`src/rtl/id_issue_pkg.sv`:
```
// Shared types for the ID/EX issue stage: instruction classes, drain FSM
// states and the control portion of the EX bundle.
package id_issue_pkg;

    typedef enum logic [1:0] {
        CLS_ALU  = 2'd0,
        CLS_LOAD = 2'd1,
        CLS_MUL  = 2'd2,
        CLS_DIV  = 2'd3
    } iclass_t;

    typedef enum logic [1:0] {
        ST_RUN     = 2'd0,
        ST_DRAIN   = 2'd1,
        ST_DRAINED = 2'd2
    } drain_st_t;

    // Control slice of the EX bundle; data fields of a bubble are all zero.
    typedef struct packed {
        logic    valid;
        logic    regwrite;
        iclass_t iclass;
    } ex_meta_t;

    localparam ex_meta_t EX_META_BUBBLE = '{valid: 1'b0, regwrite: 1'b0, iclass: CLS_ALU};

    function automatic logic is_multicycle(input iclass_t c);
        return (c == CLS_MUL) || (c == CLS_DIV);
    endfunction

endpackage

```
`src/rtl/issue_scoreboard.sv`:
```
// Per-register busy tracking for long-latency writers plus the outstanding
// mul/div counter; produces the issue hazard and the sticky protocol error.
module issue_scoreboard
    import id_issue_pkg::*;
#(
    parameter int unsigned RW     = 5,
    parameter int unsigned MAX_MC = 1
) (
    input  logic          clk_i,
    input  logic          rst_ni,
    input  logic          ld_done_i,
    input  logic [RW-1:0] ld_rd_i,
    input  logic          mc_done_i,
    input  logic [RW-1:0] mc_rd_i,
    input  logic          chk_valid_i,
    input  iclass_t       chk_class_i,
    input  logic [RW-1:0] chk_rs1_i,
    input  logic [RW-1:0] chk_rs2_i,
    input  logic [RW-1:0] chk_rd_i,
    input  logic          chk_rs1_used_i,
    input  logic          chk_rs2_used_i,
    input  logic          chk_regwrite_i,
    input  logic          issue_i,
    output logic          hazard_c,
    output logic          empty_c,
    output logic          sb_err_o
);

    localparam int unsigned NREG = 2 ** RW;
    localparam int unsigned CW   = $clog2(MAX_MC + 1);

    logic [NREG-1:0] busy_q, busy_d, busy_eff, clr_vec, set_vec;
    logic [CW-1:0]   mc_cnt_q, mc_cnt_d, mc_cnt_eff;
    logic            sb_err_q, sb_err_d;
    logic            raw, waw, strct, err_evt;

    // Completions clear in the same cycle they are reported (bypass).
    always_comb begin
        clr_vec = '0;
        if (ld_done_i) clr_vec[ld_rd_i] = 1'b1;
        if (mc_done_i) clr_vec[mc_rd_i] = 1'b1;
        busy_eff   = busy_q & ~clr_vec;
        mc_cnt_eff = (mc_done_i && (mc_cnt_q != '0)) ? mc_cnt_q - CW'(1) : mc_cnt_q;
    end

    always_comb begin
        raw = chk_valid_i &&
              ((chk_rs1_used_i && (chk_rs1_i != '0) && busy_eff[chk_rs1_i]) ||
               (chk_rs2_used_i && (chk_rs2_i != '0) && busy_eff[chk_rs2_i]));
        waw = chk_valid_i && chk_regwrite_i && (chk_rd_i != '0) && busy_eff[chk_rd_i];
        strct = chk_valid_i && is_multicycle(chk_class_i) && (mc_cnt_eff == CW'(MAX_MC));
        hazard_c = raw || waw || strct;
    end

    // Set after clear so a register re-issued on its completion cycle stays busy.
    always_comb begin
        set_vec = '0;
        if (issue_i && (chk_class_i != CLS_ALU) && chk_regwrite_i && (chk_rd_i != '0))
            set_vec[chk_rd_i] = 1'b1;
        busy_d    = busy_eff | set_vec;
        busy_d[0] = 1'b0;
        mc_cnt_d  = mc_cnt_eff + CW'(issue_i && is_multicycle(chk_class_i));
        empty_c   = (busy_d == '0) && (mc_cnt_d == '0);
    end

    always_comb begin
        err_evt = (ld_done_i && !busy_q[ld_rd_i]) ||
                  (mc_done_i && (!busy_q[mc_rd_i] || (mc_cnt_q == '0)));
        sb_err_d = sb_err_q || err_evt;
    end

    always_ff @(posedge clk_i or negedge rst_ni) begin
        if (!rst_ni) begin
            busy_q   <= '0;
            mc_cnt_q <= '0;
            sb_err_q <= 1'b0;
        end else begin
            busy_q   <= busy_d;
            mc_cnt_q <= mc_cnt_d;
            sb_err_q <= sb_err_d;
        end
    end

    assign sb_err_o = sb_err_q;

endmodule

```
`src/rtl/id_issue_stage.sv`:
```
// ID/EX issue register with scoreboard-based hazard bubbles, freeze/flush
// handling and a drain handshake for fence or debug entry.
module id_issue_stage
    import id_issue_pkg::*;
#(
    parameter int unsigned XLEN   = 32,
    parameter int unsigned AW     = 16,
    parameter int unsigned RW     = 5,
    parameter int unsigned CTRL_W = 24,
    parameter int unsigned MAX_MC = 1
) (
    input  logic              clk_i,
    input  logic              rst_ni,
    input  logic              dbg_i,
    input  logic              mem_hold_i,
    input  logic              flush_i,
    input  logic              id_valid_i,
    input  logic [1:0]        id_class_i,
    input  logic [RW-1:0]     id_rs1_i,
    input  logic [RW-1:0]     id_rs2_i,
    input  logic [RW-1:0]     id_rd_i,
    input  logic              id_rs1_used_i,
    input  logic              id_rs2_used_i,
    input  logic              id_regwrite_i,
    input  logic [CTRL_W-1:0] id_ctrl_i,
    input  logic [XLEN-1:0]   id_op1_i,
    input  logic [XLEN-1:0]   id_op2_i,
    input  logic [XLEN-1:0]   id_imm_i,
    input  logic [AW-1:0]     id_pc_i,
    input  logic              ld_done_i,
    input  logic [RW-1:0]     ld_rd_i,
    input  logic              mc_done_i,
    input  logic [RW-1:0]     mc_rd_i,
    input  logic              drain_req_i,
    output logic              id_stall_o,
    output logic              drain_ack_o,
    output logic              ex_valid_o,
    output logic              ex_regwrite_o,
    output logic [1:0]        ex_class_o,
    output logic [RW-1:0]     ex_rd_o,
    output logic [CTRL_W-1:0] ex_ctrl_o,
    output logic [XLEN-1:0]   ex_op1_o,
    output logic [XLEN-1:0]   ex_op2_o,
    output logic [XLEN-1:0]   ex_imm_o,
    output logic [AW-1:0]     ex_pc_o,
    output logic              sb_err_o
);

    iclass_t   id_class;
    drain_st_t state_q, state_d;
    ex_meta_t  ex_meta_q, ex_meta_d;
    logic [RW-1:0]     ex_rd_q, ex_rd_d;
    logic [CTRL_W-1:0] ex_ctrl_q, ex_ctrl_d;
    logic [XLEN-1:0]   ex_op1_q, ex_op1_d, ex_op2_q, ex_op2_d, ex_imm_q, ex_imm_d;
    logic [AW-1:0]     ex_pc_q, ex_pc_d;
    logic              drain_ack_q, drain_ack_d;
    logic              freeze, hazard, sb_empty, issue;

    assign id_class = iclass_t'(id_class_i);
    assign freeze   = dbg_i || mem_hold_i;
    assign issue    = !freeze && !flush_i && id_valid_i && !hazard && (state_q == ST_RUN);

    issue_scoreboard #(
        .RW     (RW),
        .MAX_MC (MAX_MC)
    ) u_sb (
        .clk_i          (clk_i),
        .rst_ni         (rst_ni),
        .ld_done_i      (ld_done_i),
        .ld_rd_i        (ld_rd_i),
        .mc_done_i      (mc_done_i),
        .mc_rd_i        (mc_rd_i),
        .chk_valid_i    (id_valid_i),
        .chk_class_i    (id_class),
        .chk_rs1_i      (id_rs1_i),
        .chk_rs2_i      (id_rs2_i),
        .chk_rd_i       (id_rd_i),
        .chk_rs1_used_i (id_rs1_used_i),
        .chk_rs2_used_i (id_rs2_used_i),
        .chk_regwrite_i (id_regwrite_i),
        .issue_i        (issue),
        .hazard_c       (hazard),
        .empty_c        (sb_empty),
        .sb_err_o       (sb_err_o)
    );

    // Stall must reach fetch in the same cycle, so it is a combinational output.
    assign id_stall_o = freeze || hazard || (state_q != ST_RUN);

    // EX bundle: freeze holds, otherwise issue or insert a bubble at id_pc.
    always_comb begin
        ex_meta_d = ex_meta_q;
        ex_rd_d   = ex_rd_q;
        ex_ctrl_d = ex_ctrl_q;
        ex_op1_d  = ex_op1_q;
        ex_op2_d  = ex_op2_q;
        ex_imm_d  = ex_imm_q;
        ex_pc_d   = ex_pc_q;
        if (!freeze) begin
            if (issue) begin
                ex_meta_d = '{valid: 1'b1, regwrite: id_regwrite_i, iclass: id_class};
                ex_rd_d   = id_rd_i;
                ex_ctrl_d = id_ctrl_i;
                ex_op1_d  = id_op1_i;
                ex_op2_d  = id_op2_i;
                ex_imm_d  = id_imm_i;
            end else begin
                ex_meta_d = EX_META_BUBBLE;
                ex_rd_d   = '0;
                ex_ctrl_d = '0;
                ex_op1_d  = '0;
                ex_op2_d  = '0;
                ex_imm_d  = '0;
            end
            ex_pc_d = id_pc_i;
        end
    end

    // Drain FSM runs regardless of freeze; dropping drain_req always returns to RUN.
    always_comb begin
        state_d = state_q;
        unique case (state_q)
            ST_RUN:     if (drain_req_i) state_d = ST_DRAIN;
            ST_DRAIN:   if (!drain_req_i) state_d = ST_RUN;
                        else if (sb_empty) state_d = ST_DRAINED;
            ST_DRAINED: if (!drain_req_i) state_d = ST_RUN;
            default:    state_d = ST_RUN;
        endcase
        drain_ack_d = (state_d == ST_DRAINED);
    end

    always_ff @(posedge clk_i or negedge rst_ni) begin
        if (!rst_ni) begin
            state_q     <= ST_RUN;
            drain_ack_q <= 1'b0;
            ex_meta_q   <= EX_META_BUBBLE;
            ex_rd_q     <= '0;
            ex_ctrl_q   <= '0;
            ex_op1_q    <= '0;
            ex_op2_q    <= '0;
            ex_imm_q    <= '0;
            ex_pc_q     <= '0;
        end else begin
            state_q     <= state_d;
            drain_ack_q <= drain_ack_d;
            ex_meta_q   <= ex_meta_d;
            ex_rd_q     <= ex_rd_d;
            ex_ctrl_q   <= ex_ctrl_d;
            ex_op1_q    <= ex_op1_d;
            ex_op2_q    <= ex_op2_d;
            ex_imm_q    <= ex_imm_d;
            ex_pc_q     <= ex_pc_d;
        end
    end

    assign drain_ack_o   = drain_ack_q;
    assign ex_valid_o    = ex_meta_q.valid;
    assign ex_regwrite_o = ex_meta_q.regwrite;
    assign ex_class_o    = ex_meta_q.iclass;
    assign ex_rd_o       = ex_rd_q;
    assign ex_ctrl_o     = ex_ctrl_q;
    assign ex_op1_o      = ex_op1_q;
    assign ex_op2_o      = ex_op2_q;
    assign ex_imm_o      = ex_imm_q;
    assign ex_pc_o       = ex_pc_q;

endmodule

```
`config.mk`:
```
export PLATFORM = sky130hd
export DESIGN_NAME = id_issue_stage
export DESIGN_NICKNAME = d
export VERILOG_FILES = /design/src/rtl/id_issue_pkg.sv /design/src/rtl/issue_scoreboard.sv /design/src/rtl/id_issue_stage.sv
export SDC_FILE = /design/constraint.sdc
export NUM_CORES = 1
export LEC_CHECK = 0
export ABC_AREA = 0
export CAP_MARGIN = 10
export CORE_MARGIN = 2
export CORE_UTILIZATION = 40
export DETAILED_ROUTE_END_ITERATION = 10
export PLACE_DENSITY = 0.72
export SKIP_CTS_REPAIR_TIMING = 1
export SKIP_LAST_GASP = 1
export SLEW_MARGIN = 20
export SYNTH_ARGS = -nofsm -noshare
export SYNTH_HDL_FRONTEND = slang
export SYNTH_HIERARCHICAL = 1
export SYNTH_SLANG_ARGS = --single-unit
```
`constraint.sdc`:
```
create_clock -name clk_i -period 8.7 [get_ports clk_i]
set_clock_uncertainty 0.1 [all_clocks]
set_input_delay 1.305 -clock clk_i [delete_from_list [all_inputs] [get_ports clk_i]]
set_output_delay 1.305 -clock clk_i [all_outputs]
set_load 0.03 [all_outputs]
```
Yosys cells after proc, flatten, opt, wreduce, memory -nomap -nowiden
Cells that the tools add are included.
{"block": "classes", "n_addsub": 2, "multipliers": 0, "div": 0, "n_lt_le_gt_ge": 8, "eq_ne": 5, "n_shift": 0, "n_mux": 31, "n_bitwise": 6, "n_reduce_logical": 47}
{"operator": "2-to-1 mux 32 bit", "n": 6}
{"operator": "bitwise OR 32 bit", "n": 2}
{"operator": "AND 32 bit", "n": 1}
{"operator": "inverter 32 bit", "n": 1}
{"operator": "zero test 31 bit", "n": 1}
{"operator": "less-than comparator 5 x 6 -> 1 bit (second input constant)", "n": 5}
{"operator": "binary-select mux 1 bit (select 5 bit)", "n": 5}
{"operator": "logical AND 1 bit", "n": 25}
{"operator": "2-to-1 mux 24 bit", "n": 1}
{"operator": "demux 1 bit (select 5 bit)", "n": 3}
{"operator": "greater-or-equal comparator 5 x 1 -> 1 bit (second input constant)", "n": 3}
{"operator": "nonzero test 5 bit", "n": 3}
{"operator": "logical OR 1 bit", "n": 10}
{"operator": "2-to-1 mux 1 bit", "n": 9}
{"operator": "== test 2 bit (second input constant)", "n": 4}
{"operator": "2-to-1 mux 2 bit", "n": 4}
{"operator": "case mux 2 bit (3 select lines)", "n": 1}
{"operator": "zero test 1 bit", "n": 5}
{"operator": "2-to-1 mux 5 bit", "n": 1}
{"operator": "2-to-1 mux 4 bit", "n": 1}
{"operator": "nonzero test 2 bit", "n": 2}
{"operator": "== test 2 x 1 -> 1 bit (second input constant)", "n": 1}
{"operator": "zero test 2 bit", "n": 1}
{"operator": "inverter 1 bit", "n": 2}
{"operator": "other kinds (2)", "n": 2}
{"block": "word_totals", "register_bits": 181, "latchBits": 0, "mem_bits_rw": 0, "romBits": 0, "out_inout_bits": 148, "n_memories": 0}

Logic depth before layout (Yosys ltp)
Gate-level depths: netlist (run 1).
{"block": "logic_depth", "word_depth": 30, "depth_mapped": 23, "mapped_depth_nobuf": 18}

By module
Netlist (run 1), hierarchy kept.
{"mod": "id_issue_stage", "instances": 1, "cells_each": 620, "area_each_um2": 6344.8}
{"mod": "issue_scoreboard", "instances": 1, "cells_each": 349, "area_each_um2": 3254.4}

Worst setup path after synthesis (run 1)
Ideal clock, no wire load.
{"block": "synth_timing", "path_kind": "in2out", "startpoint": "input ld_rd_i[4]", "endpoint": "output id_stall_o", "arrival_ns": 4.083, "t_required_ns": 7.295, "path_slack_ns": 3.212, "path_stages": 14, "n_path_buf": 4, "cell_sequence": "buf_6 > or3b_1 > clkbuf_1 > o221ai_2 > mux2i_1 > o311ai_1 > nor4_1 > a31oi_1 > nand4_1 > a32o_1 > or4_1 > buf_2 > buf_6 > or2_2"}
{"block": "synth_via", "elab_chain_cells": 18}
{"item": "start, declared", "line": "id_issue_stage.sv:31", "text": "input logic [RW-1:0] ld_rd_i,"}
{"item": "less-than comparator 5 x 6 -> 1 bit (not written as such) / greater-or-equal comparator 5 x 1 -> 1 bit (equally long branches)", "line": "issue_scoreboard.sv:40", "text": "if (ld_done_i) clr_vec[ld_rd_i] = 1'b1;"}
{"item": "logical AND 1 bit (not written as such)", "line": "issue_scoreboard.sv:40"}
{"item": "2-to-1 mux 1 bit (not written as such)", "line": "issue_scoreboard.sv:40"}
{"item": "demux 1 bit (select 5 bit) (*)"}
{"item": "2-to-1 mux 32 bit (*)", "line": "issue_scoreboard.sv:40"}
{"item": "bitwise OR 32 bit (no source line)"}
{"item": "2-to-1 mux 32 bit (*)", "line": "issue_scoreboard.sv:41", "text": "if (mc_done_i) clr_vec[mc_rd_i] = 1'b1;"}
{"item": "inverter 32 bit (*)", "line": "issue_scoreboard.sv:42", "text": "busy_eff = busy_q & ~clr_vec;"}
{"item": "AND 32 bit (*)", "line": "issue_scoreboard.sv:42"}
{"item": "binary-select mux 1 bit (select 5 bit) (on tied branches)", "line": "issue_scoreboard.sv:48, issue_scoreboard.sv:49"}
{"item": "2-to-1 mux 1 bit (on tied branches)", "line": "issue_scoreboard.sv:48, issue_scoreboard.sv:49"}
{"item": "logical AND 1 bit (on tied branches)", "line": "issue_scoreboard.sv:48, issue_scoreboard.sv:49"}
{"item": "logical OR 1 bit", "line": "issue_scoreboard.sv:48", "text": "((chk_rs1_used_i && (chk_rs1_i != '0) && busy_eff[chk_rs1_i]) ||"}
{"item": "logical AND 1 bit", "line": "issue_scoreboard.sv:47", "text": "raw = chk_valid_i &&"}
{"item": "logical OR 1 bit (*) (2 in a row)", "line": "issue_scoreboard.sv:52", "text": "hazard_c = raw || waw || strct;"}
{"item": "net hazard", "line": "id_issue_stage.sv:57", "text": "logic freeze, hazard, sb_empty, issue;"}
{"item": "logical OR 1 bit (*) (2 in a row)", "line": "id_issue_stage.sv:88", "text": "assign id_stall_o = freeze || hazard || (state_q != ST_RUN);"}
{"item": "end, declared", "line": "id_issue_stage.sv:35", "text": "output logic id_stall_o,"}
Mark *: on every way through the listed nets, which the timed path passes. The rest lies on a longest branch. The select of a mux whose other input is x is not followed.

Worst setup path after layout (run 1)
{"block": "layout_timing", "startpoint": "input ld_rd_i[0]", "endpoint": "output id_stall_o"}
The elaborated chain is that of the path after synthesis.

==> impl_metrics.csv, run 1 <==
group,metric,value,unit
critical_path,reg2regPathDepth,16,
critical_path,slowest_delay,760,ps
place,dp_hpwl,25600,um
sta,worst_slack,1310,ps
place,port_buffers,322,
sta,fin_tns_setup,0,ps
routing,drt-pass1-iter-count,9,
floorplanning,start_util,40.8,%
outcome,status,"completed",
routing,wl,35800,um
routing,drtIter0Drc,992,
logic_synthesis,synth_top_area_share,47.2,%
logic_synthesis,syn-cell-area,0.00960,mm2
critical_path,r2r_end,"state_q[0]$_DFF_PN0_",
routing,drc,0,
sta,report.final.slew_viol_count,0,
critical_path,worstPathRequired,7300,ps
floorplanning,dieWidth,159,um
worst_hold_path,hp-start,"u_sb/sb_err_o$_DFF_PN0_",
floorplanning,num_rows,56,
global_routing,grt_usage,27.8,%
critical_path,setup.worst_path.start_class,"input port",
critical_path,path_common_cell,"clkdlybuf4s50_1",
routing,wl_per_cell,22.9,um
global_routing,grt_pass1_wl,54900,um
sta,max_freq,0.135,GHz
global_routing,grt_pass1_vias,9008,
critical_path,critPathKind,"input port to primary output",
global_routing,antenna_found_initial,0,
worst_hold_path,hold_end,"u_sb/sb_err_o$_DFF_PN0_",
logic_synthesis,synthFlopType,"dfrtp_1",
logic_synthesis,ys_seq_elements,181,
power,irDropWorstVdd,0.109,mV
routing,drtAntennaViolNets,0,
logic_synthesis,synth-edff-count,0,
final_layout,fill_cells,2133,
sta,hold_viol,0,
final_layout,layout-drive-gt1-share,8.26,%
floorplanning,ioPinCount,323,
cts,root_buffer,"clkbuf_16",
critical_path,cp_data_arrival_time,5980,ps
logic_synthesis,synth_cell_type_count,62,
sta,post-route-period-util,84.9,%
critical_path,crit_path_end_kind,"primary output",
critical_path,r2r-start,"u_sb/busy_q[1]$_DFF_PN0_",
logic_synthesis,ys_seq_area_share,47.2,%
sta,min_period,7390,ps
critical_path,r2r_setup_slack,3920,ps
floorplanning,die-area,0.0253,mm2
logic_synthesis,synth_area_leaders,"dfrtp_1 (47%), o31ai_1 (10%), o21ai_0 (8.3%)",
logic_synthesis,synthesis.nets,1144,
floorplanning,core-area,0.0235,mm2
sta,tightest_slew,1130,ps
final_layout,nets,1409,
critical_path,slowest_stage,"clkdlybuf4s50_1",
power,power,2.25,mW
cts,cts_buffer_depth,2,
cts,clk-insertion-delay-late,420,ps
logic_synthesis,async_flop_share,100,%
cts,clock-sinks,181,
cts,path_clk_slew,70,ps
final_layout,area_delta_synth_final,39.5,%
place,preCtsSetupSlack,1340,ps
run,cap_violations,0,
logic_synthesis,yosys.area.top_type,"dfrtp_1",
worst_hold_path,hold_depth,2,
final_layout,multiInputGateArea,0.00409,mm2
cts,cts_buffers,17,
worst_hold_path,hold_class,"flop to flop",
sta,worst_hold_slack,387,ps
sta,rsz0062_at_grt,"false",
critical_path,path_cells,"clkdlybuf4s50_1 -> or3b_1 -> o221ai_2 -> nor2_1 -> a2111oi_2 -> nor3_1 -> a22oi_2 -> nand4_1 -> a32o_1 -> or4_4 -> or2_2 -> clkdlybuf4s50_1",
logic_synthesis,avgSynthCellArea,9.91,um2
global_routing,grt_max_degree,103,
floorplanning,dieHeight,159,um
sta,relSlewSlack,24.7,%
power,power-per-cell-area,168,mW/mm2
global_routing,overflow,0,
cts,cts_tree,"done",
critical_path,cp_max_fo,35,
place,gp_congestion,1.04,
logic_synthesis,ys_warn_count,6,
sta,setup_violations,0,
power,leakage,5.67,nW
final_layout,regArea,0.00453,mm2
routing,vias,9133,
logic_synthesis,synth_cells,969,
cts,htreeDepth,4,
routing,avgViaCountPerCell,5.83,
==> per-stage QoR <==
| step | std cells | area (um2) | util (%) |
|---|---|---|---|
| after floorplan | 969 | 9600 | - |
| after global placement | 1534 | 12800 | 54.4 |
| after detailed placement | 1534 | 12800 | 54.4 |
| after CTS | 1566 | 13400 | 56.9 |
| after global routing | 1566 | 13400 | 56.9 |
| final | 1567 | 13400 | 56.9 |
==> synthesized netlist by cell type, drive strengths merged, types with 12 or more instances <==
| library cell | count |
|---|---|
| buf | 27 |
| clkbuf | 55 |
| dfrtp | 181 |
| inv | 139 |
| mux2 | 17 |
| mux2i | 13 |
| mux4 | 19 |
| nand2 | 21 |
| nand3b | 14 |
| nor2 | 25 |
| nor3 | 12 |
| o21ai | 161 |
| o221ai | 27 |
| o22ai | 13 |
| o31ai | 129 |
==> state kept, by name, summed over array words and instances, names as in the netlist <==
| register | count |
|---|---|
| u_sb/sb_err_o | 1 |
| ex_ctrl_o | 24 |
| ex_imm_o | 32 |
| ex_pc_o | 16 |
| ex_rd_o | 5 |
| ex_class_o | 2 |
| ex_op2_o | 32 |
| ex_valid_o | 1 |
| drain_ack_o | 1 |
| ex_regwrite_o | 1 |
| u_sb/mc_cnt_q | 1 |
| u_sb/busy_q | 31 |
| ex_op1_o | 32 |
| state_q | 2 |
==> layer usage <==
layer | GRT usage [%] | share of wire [%] | vias up | wire length, um
met5 | 0 | 0 | - | 0
met4 | 9.59 | 3.0 | 0 | 1090
met3 | 8.44 | 9.8 | 77 | 3500
met2 | 45.5 | 48 | 541 | 17200
met1 | 35.2 | 39 | 4438 | 14100
li1 | - | - | 4077 | -
==> final cells by class <==
type / count / share of cell area (%)
flip-flops and latches: 181 / 33.8
multi-input cells: 567 / 30.6
repair buffers: 328 / 24.4
inverters: 139 / 3.90
clock buffers: 19 / 3.31
well taps: 319 / 2.98
clock inverters: 13 / 1.02
diodes: 1 / 0.0187
==> power breakdown <==
part | total, mW | switching, mW | internal, mW
logic | 0.553 | 0.326 | 0.228
clock network | 0.764 | 0.374 | 0.390
registers | 0.936 | 0.0346 | 0.902
total | 2.25 | 0.734 | 1.52
==> worst max path at each step <==
stage          slack (ps)          to  startpoint  cells past startpoint
6_report             1310  id_stall_o  ld_rd_i[0]                     12
5_1_grt              1110  id_stall_o  ld_rd_i[0]                     12
4_1_cts              1340  id_stall_o  ld_rd_i[0]                     12
3_5_place_dp         1340  id_stall_o  ld_rd_i[0]                     12
3_3_place_gp         1340  id_stall_o  mc_rd_i[0]                     12
2_1_floorplan        3210  id_stall_o  ld_rd_i[4]                     14
==> critical path, delay by kind of cell <==
kind | cells | cell delay, ps
AO/OA/AOI/OAI | 4 | 1180
AND/OR/NAND/NOR | 6 | 2120
buffers and inverters | 2 | 1360
==> cells in the final DEF (no fill, tap or decap), drive strengths merged, types with 4 or more instances in the layout <==
cell / count
clkdlybuf4s50: 319
dfrtp: 181
o21ai: 161
inv: 145
o31ai: 129
o221ai: 27
nor2: 25
nand2: 21
mux4: 19
clkbuf: 19
mux2: 17
nand3b: 14
o22ai: 13
mux2i: 13
nor3: 12
a21oi: 11
nor4: 11
nand2b: 10
nand3: 10
buf: 9
or3b: 9
nor2b: 8
clkinv: 7
a211oi: 6
or2: 4
o311ai: 4
==> cells by family (layout without fill, tap and decap cells) <==
group                     after synthesis  in the layout  synth area share (%)
AOI/OAI and AO/OA                     379            379                  26.4
DFF                                   181            181                  47.2
xor gates and xnor gates                1              1                0.0913
and+or+nand+nor                       138            138                  8.29
muxes                                  49             49                  7.81
buffers and inverters                 221            499                  10.3
other                                   0              1                     0
No activity file was read; power rests on OpenSTA's default activity.
==> run 2: changes to the inputs <==
clock period = 6.9 ns   (was 8.7 ns; I/O delays follow)
==> impl_metrics.csv, run 2 (synthesis gave the netlist of run 1 again) <==
group,metric,value,unit
final_layout,stdcell_count,1583,
global_routing,antenna_found_initial,2,
sta,max_freq,0.157,GHz
sta,hold_viol,0,
outcome,status,"completed",
final_layout,fill_cells,2088,
critical_path,r2r_end,"state_q[0]$_DFF_PN0_",
cts,cts_buffers,17,
worst_hold_path,hp-start,"ex_valid_o$_DFFE_PN0N_",
critical_path,cp_max_fo,11,
worst_hold_path,hold_depth,1,
global_routing,grt_max_degree,113,
critical_path,r2r_setup_slack,2550,ps
routing,drtIter0Drc,1002,
cts,htreeDepth,4,
place,dp_hpwl,25400,um
sta,post-route-period-util,92.2,%
sta,min_period,6360,ps
place,gp_congestion,1.01,
critical_path,setup.worst_path.start_class,"input port",
final_layout,area_delta_synth_final,40.5,%
routing,dr_wl_met3,3900,um
floorplanning,ioPinCount,323,
final_layout,final_cell_mix,"clkdlybuf4s50_1 (319), dfrtp_1 (181), o21ai_0 (160)",
place,port_buffers,322,
sta,report.final.slew_viol_count,0,
routing,highest_layer,"met4",
critical_path,cp_data_arrival_time,5230,ps
worst_hold_path,hold_end,"ex_valid_o$_DFFE_PN0N_",
routing,drc,0,
worst_hold_path,hold_class,"flop to flop",
critical_path,worstPathRequired,5760,ps
floorplanning,dieHeight,159,um
power,irDropWorstVdd,0.123,mV
final_layout,nets,1424,
routing,drt-pass1-iter-count,5,
cts,clock-sinks,181,
routing,drtAntennaViolNets,0,
cts,cts_buffer_depth,2,
floorplanning,die-area,0.0253,mm2
global_routing,overflow,0,
sta,setup_violations,0,
routing,wl_met2,16800,um
place,post-place-cells,1549,
final_layout,layout-drive-gt1-share,9.36,%
power,power-per-cell-area,209,mW/mm2
cts,path_clk_slew,70,ps
routing,vias,9080,
cts,cts_tree,"done",
final_layout,fin_util,57.3,%
global_routing,grt_usage,27.9,%
cts,clk-insertion-delay-late,420,ps
critical_path,crit_path_end_kind,"primary output",
sta,tightest_slew,1120,ps
run,cap_violations,0,
routing,drt-met1-wl,13300,um
routing,avgViaCountPerCell,5.74,
sta,fin_tns_setup,0,ps
cts,root_buffer,"clkbuf_16",
routing,wl_per_cell,22.5,um
floorplanning,dieWidth,159,um
sta,rsz0062_at_grt,"false",
floorplanning,num_rows,56,
critical_path,r2r-start,"u_sb/busy_q[18]$_DFF_PN0_",
global_routing,grt_pass1_vias,9247,
global_routing,grt_pass1_wl,55200,um
routing,wl,35600,um
sta,relSlewSlack,25.6,%
floorplanning,core-area,0.0235,mm2
floorplanning,start_util,40.8,%
critical_path,critPathKind,"input port to primary output",
critical_path,reg2regPathDepth,15,
power,leakage,5.73,nW
final_layout,layout_commonest_cell,"clkdlybuf4s50_1",
## run 2: cell count changes in the layout (fill, tap and decap cells not counted), sizes merged
cell,previous run,this run
clkbuf,19,17
inv,145,146
buf,9,24
diode,1,3
clkinv,7,5
clkinvlp,0,2
## run 2: area by class of cell
class                   count  area [um2]  area share [%]
repair buffers            343        3380            25.0
multi-input cells         567        4090            30.3
clock inverters            14         138            1.02
well taps                 319         399            2.96
flip-flops and latches    181        4530            33.6
clock buffers              17         425            3.15
inverters                 139         522            3.87
diodes                      3        7.51          0.0557
## run 2: critical path, cell delays in order
cell	delay, ps
clkdlybuf4s50_1	680
or3b_2	580
o221ai_1	470
o21ai_0	190
nor3_1	190
nor4_1	90
a31oi_1	160
nand4_1	150
a32o_1	260
or4_4	500
or2_2	280
clkdlybuf4s50_1	630
## run 2: worst max path at each step
stage               cells after the start              endpoint  slack [ps]       start
floorplan                              22  state_q[0]$_DFF_PN0_        1940  ld_rd_i[4]
global route                           12            id_stall_o         330  ld_rd_i[3]
detailed placement                     13            id_stall_o         580  mc_rd_i[1]
CTS                                    13            id_stall_o         570  mc_rd_i[1]
global placement                       13            id_stall_o         640  mc_rd_i[1]
finish                                 12            id_stall_o         540  ld_rd_i[3]
## run 2: report_power, final
part	switching (mW)	internal [mW]
sequential	0.0442	1.14
clock	0.464	0.478
combinational	0.410	0.290
## run 2: metrics by stage
stage          worst slack, ps  instance area (um2)  hold slack (ps)  power, mW
3_3_place_gp               635                12900              373       1.89
6_report                   537                13500              400       2.82
3_5_place_dp               576                12900              378       1.90
2_1_floorplan             1940                 9600              346       1.55
4_1_cts                    565                13500              401       2.84
5_1_grt                    329                13500              418       2.94
## run 2: layer usage
layer	up-vias	global-route usage (%)
li1	4096	-
met1	4388	33.5
met2	488	45.6
met3	108	10.4
met4	0	11.4
met5	-	0
==> run 3: changes to the inputs <==
ABC_CLOCK_PERIOD_IN_PS = 6900   (was not set)
CORE_UTILIZATION = 46   (was 40)
PLACE_DENSITY = 0.81   (was 0.72)
==> impl_metrics.csv, run 3 (synthesis gave the netlist of run 1 again) <==
group,metric,value,unit
critical_path,cp_data_arrival_time,5340,ps
routing,drtAntennaViolNets,0,
routing,vias,9141,
floorplanning,die-area,0.0220,mm2
worst_hold_path,hold_class,"flop to flop",
global_routing,grt_pass1_wl,52600,um
critical_path,reg2regPathDepth,16,
critical_path,r2r-start,"u_sb/busy_q[1]$_DFF_PN0_",
power,irDropWorstVdd,0.161,mV
power,leakage,5.74,nW
floorplanning,ioPinCount,323,
routing,drt-pass1-iter-count,7,
critical_path,path_common_cell,"clkdlybuf4s50_1",
critical_path,slowest_delay,660,ps
cts,path_clk_slew,70,ps
final_layout,area_delta_synth_final,40.1,%
sta,tightest_slew,1030,ps
critical_path,cp-endpoint,"id_stall_o",
critical_path,setup.worst_path.start_class,"input port",
cts,cts_buffer_depth,2,
cts,cts_tree,"done",
place,placed_area,0.0129,mm2
global_routing,overflow,0,
global_routing,grt_pass1_vias,8927,
sta,max_freq,0.154,GHz
global_routing,grt_usage,31.0,%
routing,drc,0,
sta,worst_slack,427,ps
final_layout,layout-drive-gt1-share,9.36,%
critical_path,slowest_stage,"clkdlybuf4s50_1",
floorplanning,core-area,0.0204,mm2
power,power-per-cell-area,212,mW/mm2
place,preCtsSetupSlack,486,ps
place,dp_hpwl,25000,um
global_routing,antenna_found_initial,1,
cts,htreeDepth,4,
final_layout,final_cell_mix,"clkdlybuf4s50_1 (319), dfrtp_1 (181), o21ai_0 (160)",
final_layout,stdcell_count,1531,
cts,cts_buffers,17,
final_layout,multiInputGateArea,0.00409,mm2
routing,avgViaCountPerCell,5.97,
place,port_buffers,322,
final_layout,antenna_cells,0,
critical_path,path_cells,"clkdlybuf4s50_1 -> or3b_1 -> o221ai_1 -> a22oi_1 -> o311ai_1 -> nor4_1 -> a31oi_1 -> nand4_1 -> a32o_1 -> or4_4 -> or2_2 -> clkdlybuf4s50_1",
final_layout,fill_cells,1638,
critical_path,cp_max_fo,10,
final_layout,layout_commonest_cell,"clkdlybuf4s50_1",
critical_path,critPathKind,"input port to primary output",
critical_path,startpoint,"mc_rd_i[0]",
final_layout,fin_util,66.0,%
sta,report.final.slew_viol_count,0,
critical_path,worstPathRequired,5760,ps
cts,clock-sinks,181,
cts,clk-insertion-delay-late,420,ps
sta,rsz0062_at_grt,"false",
final_layout,nets,1424,
floorplanning,dieHeight,148,um
sta,hold_viol,0,
outcome,status,"completed",
run,cap_violations,0,
critical_path,r2r_setup_slack,2340,ps
floorplanning,num_rows,52,
global_routing,grt_max_degree,113,
critical_path,crit_path_end_kind,"primary output",
routing,wl,34700,um
routing,drtIter0Drc,990,
floorplanning,start_util,47.1,%
final_layout,regArea,0.00453,mm2
sta,min_period,6470,ps
sta,setup_violations,0,
final_layout,design_area,0.0135,mm2
sta,relSlewSlack,31.1,%
routing,wl_per_cell,22.7,um
place,post-place-cells,1500,
sta,post-route-period-util,93.8,%
floorplanning,dieWidth,148,um
sta,fin_tns_setup,0,ps
cts,root_buffer,"clkbuf_16",
critical_path,r2r_end,"state_q[0]$_DFF_PN0_",
place,gp_congestion,1.01,
==> run 3: cell types whose count changed in the layout (fill, tap and decap cells not counted), sizes merged <==
cell      previous run  this run
clkinv               5         9
inv                146       143
clkinvlp             2         1
diode                3         0
==> run 3: layout make-up <==
cell class              instances  share of cell area (%)
clock buffers                  17                    3.16
clock inverters                14                    1.26
inverters                     139                    3.88
multi-input cells             567                    30.4
flip-flops and latches        181                    33.7
well taps                     270                    2.51
repair buffers                343                    25.1
==> run 3: routing by layer <==
| metal | vias up | GRT usage, % | share of wire (%) |
|---|---|---|---|
| met1 | 4405 | 40.1 | 38 |
| met4 | 0 | 11.3 | 3.8 |
| met5 | - | 0 | 0 |
| met3 | 101 | 9.79 | 10 |
| met2 | 535 | 49.4 | 48 |
| li1 | 4100 | - | - |
==> run 3: through the flow <==
step | hold slack [ps] | total power, mW
2_1_floorplan | 346 | 1.55
3_3_place_gp | 357 | 1.89
3_5_place_dp | 375 | 1.89
4_1_cts | 389 | 2.86
5_1_grt | 398 | 2.96
6_report | 386 | 2.85
==> run 3: power breakdown <==
part / switching (mW) / total (mW) / internal, mW
combinational: 0.408 / 0.699 / 0.290
sequential: 0.0432 / 1.18 / 1.14
clock: 0.483 / 0.970 / 0.487
==> run 3: worst min-delay path by stage <==
stage	startpoint	endpoint	slack, ps	cells after the start
after CTS	u_sb/sb_err_o$_DFF_PN0_	u_sb/sb_err_o$_DFF_PN0_	390	2
after global placement	u_sb/sb_err_o$_DFF_PN0_	u_sb/sb_err_o$_DFF_PN0_	360	2
after floorplan	state_q[1]$_DFF_PN0_	state_q[0]$_DFF_PN0_	350	1
after global routing	u_sb/sb_err_o$_DFF_PN0_	u_sb/sb_err_o$_DFF_PN0_	400	2
after detailed placement	u_sb/sb_err_o$_DFF_PN0_	u_sb/sb_err_o$_DFF_PN0_	380	2
final	u_sb/sb_err_o$_DFF_PN0_	u_sb/sb_err_o$_DFF_PN0_	390	2
==> run 3: critical path: cells and delay by family <==
kind,cells,cell delay (ps)
compound gates,5,1250
buf+inv,2,1270
simple gates,5,1760
